### src/rtl/sys_arr_out_collector.sv
// sys_arr_out_collector
// Read side of the systolic array. Each column's maccout/activeout lane is
// delayed so that all lanes of one result row line up on the same cycle.
// Complete rows are queued in a small FIFO and handed to the output buffer
// over valid/ready. The array cannot be back-pressured, so the block raises
// an early stall warning. Rows lost to overflow or to misaligned active bits
// are flagged in sticky error bits.
module sys_arr_out_collector #(
  parameter int COLS  = 2,
  parameter int WIDTH = 16,
  parameter int DEPTH = 4
) (
  input  logic                  clk,
  input  logic                  reset,
  input  logic [COLS*WIDTH-1:0] maccin,
  input  logic [COLS-1:0]       activein,
  output logic [COLS*WIDTH-1:0] rowout,
  output logic                  rowvalid,
  input  logic                  rowready,
  output logic                  stall,
  output logic [15:0]           rowcnt,
  output logic                  ovf_err,
  output logic                  skew_err
);

  localparam int AW = (DEPTH > 1) ? $clog2(DEPTH) : 1;
  localparam int CW = AW + 1;
  localparam logic [CW-1:0] DEPTH_C = CW'(DEPTH);
  localparam logic [CW-1:0] COLS_C  = CW'(COLS);
  localparam logic [CW-1:0] ONE_C   = CW'(1);
  localparam logic [AW-1:0] PTR_INC = AW'(1);

  // ---------------------------------------------------------------------
  // Deskew: lane c lags lane 0 by c cycles, so it is held back by
  // COLS-1-c register stages. The last lane is used as it arrives.
  // ---------------------------------------------------------------------
  logic [WIDTH-1:0] lane_data [COLS];
  logic             lane_act  [COLS];

  for (genvar c = 0; c < COLS; c++) begin : g_lane
    localparam int STAGES = COLS - 1 - c;

    if (STAGES == 0) begin : g_pass
      assign lane_data[c] = maccin[c*WIDTH +: WIDTH];
      assign lane_act[c]  = activein[c];
    end else begin : g_dly
      logic [WIDTH-1:0] data_sr [STAGES];
      logic             act_sr  [STAGES];

      // Shift chain for this lane; reset drops any partially deskewed row.
      always_ff @(posedge clk) begin
        if (reset) begin
          for (int i = 0; i < STAGES; i++) begin
            data_sr[i] <= '0;
            act_sr[i]  <= 1'b0;
          end
        end else begin
          data_sr[0] <= maccin[c*WIDTH +: WIDTH];
          act_sr[0]  <= activein[c];
          for (int i = 1; i < STAGES; i++) begin
            data_sr[i] <= data_sr[i-1];
            act_sr[i]  <= act_sr[i-1];
          end
        end
      end

      assign lane_data[c] = data_sr[STAGES-1];
      assign lane_act[c]  = act_sr[STAGES-1];
    end
  end

  // ---------------------------------------------------------------------
  // Row detect on the aligned lanes.
  // ---------------------------------------------------------------------
  logic [COLS*WIDTH-1:0] row_data;
  logic [COLS-1:0]       row_act;
  logic                  push_req;
  logic                  skew_hit;

  // Re-pack the aligned lanes into a row with the same layout as maccin.
  always_comb begin
    row_data = '0;
    row_act  = '0;
    for (int c = 0; c < COLS; c++) begin
      row_data[c*WIDTH +: WIDTH] = lane_data[c];
      row_act[c]                 = lane_act[c];
    end
  end

  // A full row needs every lane active; a partial set means the columns
  // slipped relative to each other and the row cannot be trusted.
  assign push_req = &row_act;
  assign skew_hit = (|row_act) & ~(&row_act);

  // ---------------------------------------------------------------------
  // Row FIFO
  // ---------------------------------------------------------------------
  logic [COLS*WIDTH-1:0] mem [DEPTH];
  logic [AW-1:0]         wr_ptr;
  logic [AW-1:0]         rd_ptr;
  logic [CW-1:0]         count;
  logic [CW-1:0]         count_next;
  logic                  pop;
  logic                  push;
  logic                  drop;
  logic                  stall_next;

  // Push/pop decision. A full FIFO can still take a row when the consumer
  // frees the head in the same cycle.
  always_comb begin
    pop        = 1'b0;
    push       = 1'b0;
    drop       = 1'b0;
    count_next = count;
    stall_next = 1'b0;

    pop  = (count != '0) & rowready;
    push = push_req & ((count < DEPTH_C) | pop);
    drop = push_req & ~push;

    case ({push, pop})
      2'b10:   count_next = count + ONE_C;
      2'b01:   count_next = count - ONE_C;
      default: count_next = count;
    endcase

    stall_next = (DEPTH_C - count_next) <= COLS_C;
  end

  // FIFO bookkeeping, row counter, early stall flag and sticky errors.
  // stall is computed from the next count so it lines up with count.
  always_ff @(posedge clk) begin
    if (reset) begin
      wr_ptr   <= '0;
      rd_ptr   <= '0;
      count    <= '0;
      stall    <= 1'b0;
      rowcnt   <= '0;
      ovf_err  <= 1'b0;
      skew_err <= 1'b0;
    end else begin
      count <= count_next;
      stall <= stall_next;
      if (push) begin
        wr_ptr <= wr_ptr + PTR_INC;
        rowcnt <= rowcnt + 16'd1;
      end
      if (pop) begin
        rd_ptr <= rd_ptr + PTR_INC;
      end
      if (drop) begin
        ovf_err <= 1'b1;
      end
      if (skew_hit) begin
        skew_err <= 1'b1;
      end
    end
  end

  // Row storage; contents are only visible while the entry is occupied,
  // so it needs no reset.
  always_ff @(posedge clk) begin
    if (!reset && push) begin
      mem[wr_ptr] <= row_data;
    end
  end

  // Head of FIFO only; nothing from maccin/activein reaches these outputs
  // without passing through the FIFO first.
  assign rowvalid = (count != '0);
  assign rowout   = rowvalid ? mem[rd_ptr] : '0;

endmodule

### config.mk
export PLATFORM = sky130hd
export DESIGN_NAME = sys_arr_out_collector
export DESIGN_NICKNAME = d
export VERILOG_FILES = /design/src/rtl/sys_arr_out_collector.sv
export SDC_FILE = /design/constraint.sdc
export NUM_CORES = 1
export LEC_CHECK = 0
export CORE_MARGIN = 1.5
export CORE_UTILIZATION = 35
export DETAILED_ROUTE_END_ITERATION = 16
export GPL_TIMING_DRIVEN = 0
export SYNTH_ARGS = -nofsm -noshare
export SYNTH_HDL_FRONTEND = slang
export SYNTH_SLANG_ARGS = --single-unit
### constraint.sdc
create_clock -name clk -period 3.87 [get_ports clk]
set_clock_uncertainty 0.15 [all_clocks]
set_input_delay 0.9675 -clock clk [delete_from_list [all_inputs] [get_ports clk]]
set_output_delay 0.9675 -clock clk [all_outputs]
set_load 0.05 [all_outputs]
-- Word-level counts from Yosys, hierarchy flattened
Memories as Yosys holds them, arrays and structs flattened. A register that Yosys moved wholly into a read port is not among the register bits.
Index checks and enable logic that the tools add are counted.
- register bits: 26
- bits in writable memories: 145
- input port bits: 37
- output and inout port bits: 52
- logic and storage cells: 47
- memories: 3
- memory list (name ; words ; width ; rd ports ; clocked after memory_dff ; write ports ; line ; source):
    mem ; 4 ; 32 ; 1 ; 1 ; 1 ; 98 ; logic [COLS*WIDTH-1:0] mem [DEPTH];
    g_lane[0].g_dly.data_sr ; 1 ; 16 ; 1 ; 0 ; 1 ; 47 ; logic [WIDTH-1:0] data_sr [STAGES];
    g_lane[0].g_dly.act_sr ; 1 ; 1 ; 1 ; 0 ; 1 ; 48 ; logic act_sr [STAGES];
- add/subtract/negate cells: 6
- order comparisons: 2
- eq/ne operators: 2
- muxes and demuxes: 13
- bitwise logic cells: 7
- reductions and logical operators: 7
- operators by type and width (operator ; count):
    $mux W32 ; 1
    $add A16 B1 Y16 const B ; 1
    $mux W16 ; 1
    $reduce_or A16 Y1 ; 1
    $mux W1 ; 8
    $pmux W3 S2 ; 1
    $add A2 B1 Y2 const B ; 2
    $and A1 B1 Y1 ; 4
    $mux W2 ; 2
    $add A3 B1 Y3 const B ; 1
    $le A3 B2 Y1 const B ; 1
    $lt A3 B3 Y1 const B ; 1
    $reduce_bool A3 Y1 ; 1
    $sub A3 B1 Y3 const B ; 1
    $sub A3 B3 Y3 const A ; 1
    $eq A2 B1 Y1 const B ; 1
    $eq A2 B2 Y1 const B ; 1
    $not A1 Y1 ; 2
    $reduce_and A2 Y1 ; 1
    $reduce_or A2 Y1 ; 1
    $logic_and A1 B1 Y1 ; 1
    $logic_not A1 Y1 ; 1
    $or A1 B1 Y1 ; 1
    $reduce_or A1 Y1 ; 1

-- Depth between registers and ports, before layout
Gate-level depths: netlist of run 1.
- depth after elaboration: 8
- gate-level depth with buffers: 12
- gate-level depth less buffers: 11

-- Worst setup path after synthesis of run 1
OpenSTA, ideal clock, no wires.
- kind: input to register
- start: in activein[1]
- end: reg stall
- arrival: 3147 ps
- data required time: 3648 ps
- path slack: 502 ps
- cell stages on the path: 11
- path through: ha_1 > buf_2 > nand2_1 > ha_1 > fa_1 > mux2i_1 > inv_1 > ha_1 > nor2_1 > or3_1 > mux2i_1
- longest elaborated chain between the ends: 6
- elaborated cells between the ends (all ways): 7
- classes of those cells: add/sub: 1; order compare: 1; eq/ne: 2; mux: 1; bitwise: 1; reduce/logical: 1
- RTL lines (what ; line ; source):
    start: declaration ; 16 ; input logic [COLS-1:0] activein,
    $reduce_and A2 Y1 (*) ; 92 ; assign push_req = &row_act;
    $and A1 B1 Y1 (*) ; 118 ; push = push_req & ((count < DEPTH_C) | pop);
    $eq A2 B1 Y1 or $eq A2 B2 Y1 (tied branches) ; 121 ; case ({push, pop})
    $pmux W3 S2 (*) ; 121 ;
    via count_next[1] ; 102 ; logic [CW-1:0] count_next;
    $sub A3 B3 Y3 (*) ; 127 ; stall_next = (DEPTH_C - count_next) <= COLS_C;
    $le A3 B2 Y1 (*) ; 127 ;
    end signal: assignment ; 143 ; stall <= stall_next;
    end: declaration ; 20 ; output logic stall,
The timed path passes the listed nets; every way through them passes the cells marked *.
A chain may end at the register's enable or synchronous reset.

==> results.tsv, run 1 <==
metric	value	unit
cts_buffers	17	
rsz0062_at_grt	no	
ys_top_cells_by_area	edfxtp_1, dfxtp_1, mux4_2, and2_1, ha_1	
hold_depth	0	
die_height	141	µm
hold_path_end	mem[3][13]	
coreArea	18600	µm²
cap_violations	0	
cts.repair.resized	7	
synth_area	6620	µm²
antenna_found_initial	1	
synth_edf_count	128	
cts_root_buf	clkbuf_16	
crit_slowest_cell	clkdlybuf4s50_1	
maxSlewViolCount	0	
worst-slew-pin-transition	0.562	ns
leakage	0.00284	µW
antenna_cells	0	
io_pins	89	
clk_latency	0.42	ns
syn_nets	431	
rows	50	
hp-start	g_lane[0].g_dly.data_sr[0][13]	
layout.cells.non_filler	741	
cts.reportedPaths.clkPinSlew	0.06	ns
min_period	3.71	ns
grt_max_degree	21	
hold_class	flip-flop to flip-flop	
setup_violations	0	
slowest_delay	0.72	ns
finalCritPeriodShare	0.959	
synth_seq_cells	173	
drc	0	
wl_per_cell	16.4	µm
num-fill-cells	1672	
p_int	3610	µW
placed_cell_area	7880	µm²
area_growth	27.9	%
clock_path_buffers	2	
crit_type	flip-flop to output pin	
r2r_slack	0.73	ns
grt_usage	0.130	
seq_area_frac_synth	0.716	
r2r_cells	11	
syn_inst	384	
status	completed	
ant_nets	0	
nNetsFinal	541	
setup_ws	0.157	ns
peakVddDrop	0.327	mV
cts_setup_buffers	0	
synth_area_per_cell	17.2	µm²
synthDistinctLibCells	34	
end_kind	output pin	
ys_warn_count	0	
ys.flop_type	edfxtp_1	
synth_common_cells	edfxtp_1, dfxtp_1, and2_1	
drt_wl_total	12.1	mm
io_buffers	87	
synthArstFlopShare	0	
fin_tns_setup	0	ns
routabilityCongestion	0.733	
die_area	19800	µm²
switchingPower	1690	µW
r2r_end	stall	
cts_tree	done	
power_frac_clock	0.306	
post-dp-hpwl	7.98	mm
combPwrFrac	0.305	
start_kind	flip-flop	
relSlewSlack	0.624	
vias_per_cell	4.77	
grt_overflow_total	0	
drive_gt1_frac	0.179	
crit_fanout	10	
clock_sinks	173	
place_inst	709	
worstPathArrival	2.60	ns
initial_core_util	0.355	
post-synth-top-count-cell	edfxtp_1	
grt_pass1_vias	3627	
synth_top_area_frac	0.580	
h-tree-depth	4	
max_freq	269	MHz
r2r_start	count[2]	
grt_pass1_wl	19.1	mm
power_density	626	nW/µm²
place_ws	-0.296	ns
final_area	8470	µm²
cp.required	2.75	ns
hold_viol	0	
worstPathCellList	buf_2 -> clkbuf_4 -> mux4_2 -> and2_1 -> clkdlybuf4s50_1	
p_total	5300	µW
vias	3531	
cts_hold_buf	0	
dr.pass1.iters	4	
p_seq_frac	0.389	
yosysTopAreaCell	edfxtp_1	
die_width	141	µm
p_sw_frac	0.319	
first_iter_violations	213	
[logic make-up (layout without fill, tap and decap cells)]
logic type	Yosys count	count (layout)	synth area share
XOR/XNOR	14	14	0.0185
buffers and inverters	22	145	0.0170
flip-flops	173	173	0.716
AND/OR/NAND/NOR	114	114	0.102
multiplexers	34	34	0.112
AO/OA/AOI/OAI	17	17	0.0140
adder cells (fa/ha/maj)	10	10	0.0200
[worst max-delay path by stage]
stage                     start         end  slack [ns]
floorplan           activein[1]       stall        0.50
global placement    activein[1]  mem[0][27]       -0.48
detailed placement  activein[1]       stall       -0.30
CTS                   flip-flop  rowout[11]      0.0009
global route          flip-flop  rowout[15]        0.03
finish                flip-flop  rowout[11]        0.16
[layout make-up]
class	count	area, µm²	share of cell area
clock inverters	7	50.0	0.00591
plain buffers	18	113	0.0133
inverters	4	15.0	0.00177
repair buffers	91	956	0.113
clock buffers	25	529	0.0625
multi-input cells	189	1770	0.209
flip-flops and latches	173	4740	0.560
well taps	234	293	0.0346
[stage by stage]
stage,util,hold WS (ns)
2_1_floorplan,-,0.288
3_3_place_gp,0.418,0.297
3_5_place_dp,0.423,0.315
4_1_cts,0.454,0.324
5_1_grt,0.454,0.349
6_report,0.454,0.323
[power by group through the flow]
stage	Sequential [µW]	Combinational (µW)	Clock, µW
6_report	2060	1620	1620
5_1_grt	2070	1720	1730
4_1_cts	2060	1650	1660
3_5_place_dp	2100	1640	0
3_3_place_gp	2100	1630	0
2_1_floorplan	2110	1110	0
[layout by cell type (no fill, tap or decap), drive strengths merged, types with 8 or more instances in the layout]
master,count
dfxtp,45
nand3,8
and2,38
clkbuf,39
nor2,22
ha,9
clkdlybuf4s50,85
mux4,32
xor2,10
buf,8
nor2b,17
a21oi,10
edfxtp,128
[critical path: cells and delay by family (launching register included)]
family / cells / cell delay, ns
flops: 1 / 0.30
buf+inv: 3 / 1.19
mux: 1 / 0.52
simple gates: 1 / 0.16
[state kept, by name, indices dropped and copies added (netlist names), named ones only]
signal                flops
skew_err                  1
g_lane.g_dly.act_sr       1
rowcnt                   16
g_lane.g_dly.data_sr     16
mem                     128
rd_ptr                    2
ovf_err                   1
count                     3
stall                     1
wr_ptr                    2
[metal layers]
metal | up-vias | wire (µm) | GRT usage
li1 | 1668 | - | -
met1 | 1760 | 5200 | 0.155
met2 | 83 | 6120 | 0.224
met3 | 18 | 513 | 0.0318
met4 | 2 | 281 | 0.0598
met5 | - | 12 | 0
(Power assumes the default switching activity.)
==> run 2: changes to the inputs <==
- CTS_BUF_LIST: not set -> sky130_fd_sc_hd__clkbuf_4 sky130_fd_sc_hd__clkbuf_8
- DONT_BUFFER_PORTS: not set -> 1
==> run 2 against run 1 <==
Cell count decreased by 12%. Design area decreased by 12%. Die area unchanged. Worst hold slack improved by 0.0039 ns. Core utilization decreased by 5.4 points. Clock-buffer cell count decreased by 4. Critical path type unchanged. Largest cell class unchanged.
==> results.tsv, run 2 (synthesis gave the netlist of run 1 again) <==
metric	value	unit
io_pins	89	
maxSlewViolCount	0	
leakage	0.00245	µW
nNetsFinal	454	
cts_buffers	17	
regMostFlops	mem	
die_height	141	µm
antenna_found_initial	0	
final_cell_mix	edfxtp_1, dfxtp_1, and2_1, mux4_2, nor2_1	
die_area	19800	µm²
hold_class	flip-flop to flip-flop	
die_width	141	µm
setup_ws	0.458	ns
largest_reg_flops	128	
cts_tree	done	
start_kind	flip-flop	
cts_hold_buf	0	
reg.largest.list	mem: 128 flops, g_lane.g_dly.data_sr: 16 flops, rowcnt: 16 flops	
cts_setup_buffers	0	
io_buffers	0	
ant_nets	0	
r2r_slack	0.75	ns
power_density	629	nW/µm²
placed_cell_area	7030	µm²
routabilityCongestion	0.762	
grt_pass1_wl	18.6	mm
clk_latency	0.45	ns
end_kind	output pin	
crit_type	flip-flop to output pin	
clock_sinks	173	
cap_violations	0	
dr.pass1.iters	4	
vias	3224	
cp.required	2.75	ns
grt_usage	0.129	
finalCritPeriodShare	0.882	
peakVddDrop	0.206	mV
cts.repair.resized	1	
rsz0062_at_grt	no	
wl_per_cell	18.5	µm
grt_max_degree	19	
max_freq	293	MHz
hold_viol	0	
worstPathArrival	2.29	ns
antenna_cells	0	
drive_gt1_frac	0.210	
worst-slew-pin-transition	0.728	ns
whs	0.326	ns
min_period	3.41	ns
cts.reportedPaths.clkPinSlew	0.08	ns
cts_root_buf	clkbuf_8	
h-tree-depth	4	
post-dp-hpwl	7.98	mm
clock_path_buffers	2	
layout.cells.non_filler	654	
first_iter_violations	146	
area_growth	12.7	%
final_area	7460	µm²
initial_core_util	0.355	
relSlewSlack	0.515	
crit_fanout	10	
status	completed	
final_common_cell	edfxtp_1	
coreArea	18600	µm²
place_inst	622	
grt_pass1_vias	3396	
grt_overflow_total	0	
setup_violations	0	
drc	0	
drt_wl_total	12.1	mm
place_ws	0.210	ns
rows	50	
vias_per_cell	4.93	
p_total	4690	µW
==> run 2: per-layer routing <==
metal	wire length, µm	global-route usage	vias up
met1	4960	0.147	1641
met4	163	0.0477	0
li1	-	-	1494
met2	6180	0.217	77
met3	808	0.0540	12
met5	0	0	-
==> run 2: power by group <==
group	leakage, µW	internal (µW)	switching [µW]	total (µW)
Clock	0.000212	731	621	1350
Sequential	0.00153	2030	43.2	2070
Combinational	0.000705	333	935	1270
Total	0.00245	3100	1600	4690
==> run 2: per-stage QoR <==
step                setup TNS [ns]   util
floorplan                        0      -
global placement            -0.752  0.371
detailed placement               0  0.377
CTS                              0  0.400
global route                     0  0.400
finish                           0  0.400
==> run 2: worst paths after layout <==
path                             startpoint    endpoint  cells past startpoint
max reg2reg                        count[2]       stall                     11
max                               flip-flop  rowout[28]                      3
min          g_lane[0].g_dly.data_sr[0][11]  mem[3][11]                      0
min reg2reg  g_lane[0].g_dly.data_sr[0][11]  mem[3][11]                      0
==> run 2: critical path: stages (launching register included) <==
cell      delay (ns)
dfxtp_1         0.44
clkbuf_1        0.59
mux4_2          0.33
and2_1          0.49
==> run 2: area by class of cell <==
class                           count  area (µm²)
Multi-Input combinational cell    189        1770
Fill cell                        1688       11200
Tap cell                          234         293
Inverter                            4        15.0
Buffer                             18        98.8
Clock inverter                     11         169
Sequential cell                   173        4740
Clock buffer                       21         264
Timing Repair Buffer                4         110
